===== src/rtl/jump_ctrl_pkg.sv =====
// Shared types and constants for the jump sequencing controller.
package jump_ctrl_pkg;

  typedef enum logic [1:0] {
    IDLE     = 2'd0,
    RS1_WAIT = 2'd1,
    REDIRECT = 2'd2,
    FLUSH    = 2'd3
  } jump_state_e;

  typedef logic [3:0] flush_cnt_t;

  localparam logic [31:0] LINK_OFFSET = 32'd4;

endpackage


===== src/rtl/jump_target_calc.sv =====
// Combinational jump target: JAL is pc-relative with a 21-bit offset,
// JALR is register-relative with a 12-bit offset and bit0 cleared.
module jump_target_calc (
  input  logic [31:0] base,
  input  logic [20:0] imm,
  input  logic        is_jalr,
  output logic [31:0] target,
  output logic        misaligned
);

  logic [31:0] sext_j;
  logic [31:0] sext_i;
  logic [31:0] sum;

  always_comb begin
    sext_j     = {{11{imm[20]}}, imm};
    sext_i     = {{20{imm[11]}}, imm[11:0]};
    sum        = base + (is_jalr ? sext_i : sext_j);
    target     = is_jalr ? (sum & ~32'h1) : sum;
    misaligned = target[1];
  end

endmodule


===== src/rtl/jump_ctrl_fsm.sv =====
// Jump sequencing controller: rs1 fetch for JALR, redirect handshake,
// link writeback and flush window. Optional JUMP_MISALIGN_TRAP_EN traps bit1 targets.
`ifndef JMP_NOP
`define JMP_NOP 2'b00
`define JAL     2'b01
`define JALR    2'b10
`endif

module jump_ctrl_fsm
  import jump_ctrl_pkg::*;
#(
  parameter int unsigned FLUSH_CYCLES = 2
) (
  input  logic        clk,
  input  logic        rst,
  input  logic        jump_valid,
  input  logic [1:0]  jump_control,
  input  logic [4:0]  rd,
  input  logic [4:0]  rs1,
  input  logic [20:0] imm,
  input  logic [31:0] pc,
  output logic        rf_rd_req,
  output logic [4:0]  rf_rd_addr,
  input  logic        rf_rd_valid,
  input  logic [31:0] rf_rd_data,
  output logic        redirect_valid,
  output logic [31:0] redirect_pc,
  input  logic        redirect_ready,
  output logic        wb_valid,
  output logic [4:0]  wb_rd,
  output logic [31:0] wb_data,
  output logic        flush,
  output logic        stall,
  output logic        misalign_exc
);

  localparam flush_cnt_t FLUSH_LOAD = flush_cnt_t'(FLUSH_CYCLES - 1);

  jump_state_e state_q, state_d;
  flush_cnt_t  cnt_q, cnt_d;
  logic [31:0] pc_q, pc_d;
  logic [4:0]  rd_q, rd_d;
  logic [4:0]  rs1_q, rs1_d;
  logic [20:0] imm_q, imm_d;
  logic        rf_rd_req_q, rf_rd_req_d;
  logic        redirect_valid_q, redirect_valid_d;
  logic [31:0] redirect_pc_q, redirect_pc_d;
  logic        wb_valid_q, wb_valid_d;
  logic [4:0]  wb_rd_q, wb_rd_d;
  logic [31:0] wb_data_q, wb_data_d;
  logic        flush_q, flush_d;
  logic        stall_q, stall_d;
  logic        misalign_q, misalign_d;

  logic [31:0] calc_base;
  logic [20:0] calc_imm;
  logic        calc_jalr;
  logic [31:0] target;
  logic        misaligned;
  logic        trap;

  // In IDLE the target comes straight from decode so JAL redirects next cycle.
  always_comb begin
    calc_jalr = (state_q == RS1_WAIT);
    calc_base = calc_jalr ? rf_rd_data : pc;
    calc_imm  = calc_jalr ? imm_q      : imm;
  end

  jump_target_calc u_calc (
    .base       (calc_base),
    .imm        (calc_imm),
    .is_jalr    (calc_jalr),
    .target     (target),
    .misaligned (misaligned)
  );

`ifdef JUMP_MISALIGN_TRAP_EN
  assign trap = misaligned;
`else
  assign trap = 1'b0;
`endif

  always_comb begin
    state_d          = state_q;
    cnt_d            = cnt_q;
    pc_d             = pc_q;
    rd_d             = rd_q;
    rs1_d            = rs1_q;
    imm_d            = imm_q;
    rf_rd_req_d      = 1'b0;
    redirect_valid_d = redirect_valid_q;
    redirect_pc_d    = redirect_pc_q;
    wb_valid_d       = 1'b0;
    wb_rd_d          = wb_rd_q;
    wb_data_d        = wb_data_q;
    flush_d          = 1'b0;
    misalign_d       = 1'b0;

    case (state_q)
      IDLE: begin
        if (jump_valid && jump_control != `JMP_NOP) begin
          pc_d  = pc;
          rd_d  = rd;
          rs1_d = rs1;
          imm_d = imm;
          if (jump_control == `JALR) begin
            state_d     = RS1_WAIT;
            rf_rd_req_d = 1'b1;
          end else if (trap) begin
            state_d    = FLUSH;
            misalign_d = 1'b1;
            flush_d    = 1'b1;
            cnt_d      = FLUSH_LOAD;
          end else begin
            state_d          = REDIRECT;
            redirect_valid_d = 1'b1;
            redirect_pc_d    = target;
          end
        end
      end
      RS1_WAIT: begin
        if (rf_rd_valid) begin
          if (trap) begin
            state_d    = FLUSH;
            misalign_d = 1'b1;
            flush_d    = 1'b1;
            cnt_d      = FLUSH_LOAD;
          end else begin
            state_d          = REDIRECT;
            redirect_valid_d = 1'b1;
            redirect_pc_d    = target;
          end
        end
      end
      REDIRECT: begin
        if (redirect_ready) begin
          state_d          = FLUSH;
          redirect_valid_d = 1'b0;
          wb_valid_d       = (rd_q != 5'd0);
          wb_rd_d          = rd_q;
          wb_data_d        = pc_q + LINK_OFFSET;
          flush_d          = 1'b1;
          cnt_d            = FLUSH_LOAD;
        end
      end
      FLUSH: begin
        if (cnt_q != '0) begin
          flush_d = 1'b1;
          cnt_d   = cnt_q - 1'b1;
        end else begin
          state_d = IDLE;
        end
      end
      default: state_d = IDLE;
    endcase

    stall_d = (state_d != IDLE);
  end

  always_ff @(posedge clk or posedge rst) begin
    if (rst) begin
      state_q          <= IDLE;
      cnt_q            <= '0;
      pc_q             <= '0;
      rd_q             <= '0;
      rs1_q            <= '0;
      imm_q            <= '0;
      rf_rd_req_q      <= 1'b0;
      redirect_valid_q <= 1'b0;
      redirect_pc_q    <= '0;
      wb_valid_q       <= 1'b0;
      wb_rd_q          <= '0;
      wb_data_q        <= '0;
      flush_q          <= 1'b0;
      stall_q          <= 1'b0;
      misalign_q       <= 1'b0;
    end else begin
      state_q          <= state_d;
      cnt_q            <= cnt_d;
      pc_q             <= pc_d;
      rd_q             <= rd_d;
      rs1_q            <= rs1_d;
      imm_q            <= imm_d;
      rf_rd_req_q      <= rf_rd_req_d;
      redirect_valid_q <= redirect_valid_d;
      redirect_pc_q    <= redirect_pc_d;
      wb_valid_q       <= wb_valid_d;
      wb_rd_q          <= wb_rd_d;
      wb_data_q        <= wb_data_d;
      flush_q          <= flush_d;
      stall_q          <= stall_d;
      misalign_q       <= misalign_d;
    end
  end

  assign rf_rd_req      = rf_rd_req_q;
  assign rf_rd_addr     = rs1_q;
  assign redirect_valid = redirect_valid_q;
  assign redirect_pc    = redirect_pc_q;
  assign wb_valid       = wb_valid_q;
  assign wb_rd          = wb_rd_q;
  assign wb_data        = wb_data_q;
  assign flush          = flush_q;
  assign stall          = stall_q;
`ifdef JUMP_MISALIGN_TRAP_EN
  assign misalign_exc   = misalign_q;
`else
  assign misalign_exc   = 1'b0;
  logic unused_misalign;
  assign unused_misalign = misalign_q;
`endif

endmodule


===== config.mk =====
export PLATFORM = sky130hd
export DESIGN_NAME = jump_ctrl_fsm
export DESIGN_NICKNAME = d
export VERILOG_FILES = /design/src/rtl/jump_ctrl_pkg.sv /design/src/rtl/jump_target_calc.sv /design/src/rtl/jump_ctrl_fsm.sv
export SDC_FILE = /design/constraint.sdc
export NUM_CORES = 1
export LEC_CHECK = 0
export BUFFER_PORTS_ARGS = -buffer_cell sky130_fd_sc_hd__buf_4
export CAP_MARGIN = 10
export CORE_ASPECT_RATIO = 1.1
export CORE_MARGIN = 4
export CORE_UTILIZATION = 55
export CTS_BUF_LIST = sky130_fd_sc_hd__clkbuf_4
export CTS_CLUSTER_SIZE = 16
export DETAILED_ROUTE_END_ITERATION = 6
export PLACE_DENSITY = 0.9
export SYNTH_ARGS = -nofsm -noshare
export SYNTH_HDL_FRONTEND = slang
export SYNTH_SLANG_ARGS = --single-unit

===== constraint.sdc =====
create_clock -name clk -period 5.7 [get_ports clk]
set_input_delay 0.855 -clock clk [delete_from_list [all_inputs] [get_ports clk]]
set_output_delay 0.855 -clock clk [all_outputs]
set_load 0.05 [all_outputs]

# Word level (Yosys, flattened, before mapping)
# Cells that the tools add are included.
classes:
  add_sub_neg: 3
  eq_ne: 9
  muxes: 30
  bitwise: 1
  reduce_logical: 14
ops:
  columns: ["op", "n"]
  rows:
  - ["2-to-1 mux 32 bit", 5]
  - ["one-hot mux 32 bit (2 select lines)", 1]
  - ["adder 32 x 3 -> 32 bit, second input constant", 1]
  - ["adder 32 bit", 1]
  - ["2-to-1 mux 21 bit", 1]
  - ["2-to-1 mux 1 bit", 12]
  - ["2-to-1 mux 2 bit", 5]
  - ["inequality test 2 bit, second input constant", 5]
  - ["2-to-1 mux 4 bit", 2]
  - ["one-hot mux 2 bit (4 select lines)", 1]
  - ["one-hot mux 4 bit (2 select lines)", 1]
  - ["== test 2 bit, second input constant", 3]
  - ["one-hot mux 1 bit (3 select lines)", 2]
  - ["nonzero test 2 bit", 3]
  - ["AND reduction 5 bit", 1]
  - ["nonzero test 5 bit", 1]
  - ["AND reduction 2 bit", 2]
  - ["AND reduction 4 bit", 1]
  - ["nonzero test 4 bit", 1]
  - ["subtractor 4 x 1 -> 4 bit, second input constant", 1]
  - ["AND reduction 3 bit", 1]
  - ["nonzero test 3 bit", 1]
  - ["== test 2 x 1 -> 1 bit, second input constant", 1]
  - ["logical NOT 2 bit", 1]
  - ["other kinds (3)", 3]
word_totals:
  reg_bits: 143
  in_bits: 102
  word_cells: 71

# Logic depth before layout (Yosys ltp)
logic_depth:
  depth_word: 8
  mapped_depth: 18

# Modules after synthesis
# A second synthesis with hierarchy kept.
hier_totals:
  cells_unflattened: 782
  area_unflattened_um2: 8473.1
modules_own_cells:
  columns: ["module", "instances", "cells_each", "area_each_um2", "seq_area_each_um2"]
  rows:
  - ["jump_ctrl_fsm", 1, 527, 6602.6, 3578.4]
  - ["jump_target_calc", 1, 255, 1870.5, 0.0]

# Worst setup path after synthesis
# OpenSTA, ideal clock, no wires.
synth_path:
  kind: "register to register"
  from: "reg state_q[1]"
  to: "reg redirect_pc_q[12] (netlist: redirect_pc[12])"
  setup_ns: 0.120
  arrival_ns: 3.620
  setup_slack_ns: 1.960
  path_stages_with_launch: 18
  n_path_buf: 4
  synth_period_minus_slack_ns: 3.740
  cell_sequence: "dfrtp_1 > nand2b_1 > buf_6 > clkbuf_1 > clkbuf_1 > buf_1 > nand2_1 > nand2_1 > ha_1 > fa_1 > a211oi_1 > o21a_1 > nor2_1 > o21ai_0 > a211oi_1 > o21a_1 > or3_1 > a31o_2"
synth_between:
  elab_chain_len: 7
  word_cells_on_any_way: 15
  cone_classes: "add/sub (1); eq/ne (4); mux (7); reduce/logical (3)"
synth_rtl:
  columns: ["item", "line_no", "rtl"]
  rows:
  - ["start: declaration", "jump_ctrl_fsm.sv:39", "jump_state_e state_q, state_d;"]
  - ["start signal: assignment", "jump_ctrl_fsm.sv:178", "state_q <= state_d;"]
  - ["== test 2 x 1 -> 1 bit", "jump_ctrl_fsm.sv:64, jump_ctrl_fsm.sv:99", null]
  - ["2-to-1 mux 21 bit", "jump_ctrl_fsm.sv:66", "calc_imm = calc_jalr ? imm_q : imm;"]
  - ["2-to-1 mux 32 bit", "jump_target_calc.sv:18", "sum = base + (is_jalr ? sext_i : sext_j);"]
  - ["adder 32 bit", "jump_target_calc.sv:18", null]
  - ["2-to-1 mux 32 bit", "jump_ctrl_fsm.sv:106", "if (jump_control == `JALR) begin"]
  - ["2-to-1 mux 32 bit", "jump_ctrl_fsm.sv:101", "if (jump_valid && jump_control != `JMP_NOP) begin"]
  - ["one-hot mux 32 bit (2 select lines)", "jump_ctrl_fsm.sv:99", "case (state_q)"]
  - ["end signal: assignment", "jump_ctrl_fsm.sv:186", "redirect_pc_q <= redirect_pc_d;"]
  - ["end: declaration", "jump_ctrl_fsm.sv:47", "logic [31:0] redirect_pc_q, redirect_pc_d;"]
# Parallel ways exist; a longest one is shown, timed or not. The select of a mux whose other input is x is not followed.
# A chain may end at the register's enable or synchronous reset.

# Worst setup path in the final report
layout_path:
  from: "reg state_q[1]"
  to: "reg redirect_pc_q[31] (netlist: redirect_pc[31])"
# The elaborated chain is that of the path after synthesis.

==> summary.txt <==
Synthesis
  – Yosys top cell area share: roughly 43%
  – Ys flop type: dfrtp_1
  – EDFF count, synth: 0
  – Mux cell area share after synthesis: 9.00%
  – Adder-Cell Fraction of Synth Area: 5.78%
  – Yosys Warn Count: 0
  – Largest family of logic cells by synthesized area: simple AND/OR/NAND/NOR gates
  – Synth area leaders: dfrtp_1 43%, nand2_1 13%, mux2_2 7.7%
  – Post-Synth XOR/XNOR Area: 7.27%
  – Synth cell types: 59
  – Post-synthesis compound-gate area fraction: 12.7%
  – Synth Cell Area: 7710 sq um
  – Synth Area in Simple Gates: 19.1%
  – Gate Count Post-Synth: 857
  – Mapped Avg Cell Area: 9.00 sq um
  – #FFs+latches synth: 134
  – Sequential fraction of the synthesis area: ~43%
  – Async SR Flop Fraction: 100%
  – Syn_nets: 990
  – Cell type with the largest total area after synthesis: dfrtp_1

GRT
  – GRT Total Usage: 25.4%
  – Initial antenna violation count: 0
  – Largest net degree at the start of global routing: 82
  – Vias in the first global route: roughly 6500
  – First-pass GRT wire length: 32.4 mm
  – Grt total ovfl: 0

Worst setup path
  – Critical Path Fanout Max: 45
  – Slowest Stage Delay on Critical Path: 750 ps
  – Critical Path Sink Type: flip-flop
  – CP cell instances: nand2b_2 -> buf_4 -> nand2_1 -> nand2_1 -> ha_1 -> a21oi_1 -> nor2b_1 -> o21a_1 -> a311o_1 -> a31oi_1 -> o22ai_2 -> mux2_1 -> nand3_1
  – Internal reg-to-reg setup slack: 1440 ps
  – FF-to-FF path depth: 13
  – Worst Path Arrival: 4780 ps
  – Worst R2R Start: state_q[1]
  – Crit path from: state_q[1]
  – Critical path launch point type: flip-flop
  – Critical path's most frequent cell: nand2_1
  – CP Class: flip-flop to flip-flop
  – CP required: 6220 ps
  – FF-to-FF End: redirect_pc[31]
  – Max stage delay cell, worst path: nand2b_2
  – CP endpoint: redirect_pc[31]

Detailed routing
  – Mean number of vias per cell: 5.56
  – First-pass DRT Iterations: 5
  – Metal3 WL: 1.85 mm
  – Vias: 6804
  – Antenna Violating Nets Remaining: 0
  – Top sig layer: met4
  – Routed length per instance: 16.7 microns
  – Routed WL: 20.4 mm
  – Routed length on met2: 10.1 mm
  – # DRC: 0
  – Initial DRC Count: 442
  – Met1 WL: around 8.0 mm

Timing
  – Crit path time final: 4260 ps
  – Final period util: 74.8%
  – F_max: 235 MHz
  – Final Hold Fails: 0
  – Worst Tran Pin Value: 1060 ps
  – Fin. max-slew vios: 0
  – Setup violators final: 0
  – RSZ-0062 raised after global routing: false
  – Max-slew headroom: a little under 30%
  – Final Skew: roughly 19 ps
  – Setup TNS: 0 ps

Clocking
  – H-tree levels: 4
  – Max Root-Sink Buffers: 2
  – Clock sink count: between 100 and 150
  – Worst skew pair latency: 570 ps
  – Post-CTS Setup Repair Bufs: 0
  – Clk root buf: clkbuf_4
  – CTS tree: yes
  – Clock-pin slew on the worst setup and hold paths: 140 ps
  – Post_cts resized: 0
  – CTS Buf Count: 17
  – Hold buffer count at cts: 0

Die
  – Initial core utilization: 55.9%
  – Io pins: 182
  – Area of the die: 16000 sq um
  – Die width: approximately 120 microns
  – Die H: 132 microns
  – Core area: 13800 sq um
  – Rows: 45

Cells and area
  – Syn-to-layout area delta: 22.9%
  – Util after Layout: 68.7%
  – Share of cells above drive strength 1: 27.4%
  – Antenna diodes: 0
  – Final nets: 1155

Placed design
  – Final HPWL DP: 15.6 mm
  – Port bufs: 180
  – Final Wtd Congestion: roughly 0.96

Power
  – VDD IR-drop max: about 0.38 mV
  – Leak: 4.62 nW
  – Pwr Density: around 630 nW/um^2

Flow run
  – Max-Cap Viols: 0

Run status
  – Outcome: finished clean

Min path
  – Worst hold path class: primary input to asynchronous set/reset pin
==> routing by layer <==
layer  global-route usage, %  vias to the layer above
met2                    43.2                      287
met3                    7.51                       45
met5                       0                        -
met4                    7.75                        0
met1                    31.1                     3203
li1                        -                     3269
==> per-stage QoR <==
step	instance area [sq um]	total power [mW]	worst slack, ps	hold WS, ps	cells
floorplan	7710	4.35	1260	435	857
global placement	9190	5.21	1610	447	1191
detailed placement	9190	5.31	1530	467	1191
CTS	9480	5.96	1510	466	1223
global route	9480	6.34	1150	472	1223
finish	9480	5.93	1440	495	1223
==> cell families after synthesis <==
| kind of cell | after synthesis |
|---|---|
| simple gates | 351 |
| compound gates | 160 |
| flops | 134 |
| xor+xnor | 64 |
| mux | 61 |
| buf+inv | 50 |
| fa+ha+maj | 36 |
| other cells | 1 |
==> flip-flops by register name, indices dropped and copies added (netlist names) <==
| name | flops |
|---|---|
| cnt_q | 4 |
| flush | 1 |
| imm_q | 12 |
| pc_q | 32 |
| rd_q | 5 |
| redirect_pc | 32 |
| redirect_valid | 1 |
| rf_rd_addr | 5 |
| rf_rd_req | 1 |
| stall | 1 |
| state_q | 2 |
| wb_data | 32 |
| wb_rd | 5 |
| wb_valid | 1 |
==> Yosys cell counts, drive strengths merged, types with 4 or more instances <==
library cell	count
and4	5
o21ai	74
a21oi	25
clkbuf	32
mux2i	7
buf	7
and2	4
or2	5
o21a	7
a21o	12
xnor2	24
ha	30
a211oi	8
nand2	258
a31oi	4
dfrtp	134
nor3	6
or3	4
xor2	40
maj3	5
nand4	10
and3	6
o21bai	5
nor2	29
nand3	12
o31ai	7
inv	11
mux2	54
==> worst min-delay path by stage <==
| stage | cells after the start | end | from | slack, ps |
|---|---|---|---|---|
| 2_1_floorplan | 2 | wb_data[0] | pc_q[0] | 430 |
| 3_3_place_gp | 2 | wb_data[0] | pc_q[0] | 450 |
| 3_5_place_dp | 2 | redirect_pc[6] | redirect_pc[6] | 470 |
| 4_1_cts | 2 | rd_q[0] | rd[0] | 470 |
| 5_1_grt | 2 | rd_q[0] | rd[0] | 470 |
| 6_report | 2 | wb_data[26] | rst | 500 |
==> power by group <==
| group | switching [mW] | total [mW] | internal [mW] | leakage [nW] |
|---|---|---|---|---|
| clock network | 0.414 | 0.648 | 0.234 | 0.147 |
| logic | 2.22 | 3.53 | 1.30 | 2.83 |
| registers | 0.356 | 1.76 | 1.40 | 1.65 |
==> placed cells by master (no fill, tap or decap), types with 6 or more instances in the layout <==
master      n
nand2_1   258
buf_4     185
dfrtp_1   134
o21ai_0    74
mux2_2     53
xor2_1     40
ha_1       30
nor2_1     29
a21oi_1    25
xnor2_1    24
clkbuf_4   17
nand3_1    12
a21o_1     12
nand4_1    10
inv_1      10
a211oi_1    8
and3_1      6
nor3_1      6
o21a_1      6
o31ai_1     6
inv_6       6
==> worst max-delay path, delay by kind of cell (launching register included) <==
family | cells | cell delay, ps
DFF | 1 | 510
AOI/OAI and AO/OA | 5 | 1310
buffers and inverters | 1 | 370
and+or+nand+nor | 5 | 1300
muxes | 1 | 350
adders and majority gates | 1 | 370
==> cell type report <==
class,instances,area (sq um)
well taps,188,235
flip-flops and latches,134,3350
multi-input cells,673,4170
repair buffers,185,1390
inverters,11,43.8
clock buffers,17,128
fillers,1106,4320
clock inverters,15,161
Note: power is estimated with default switching activity, not from simulation.
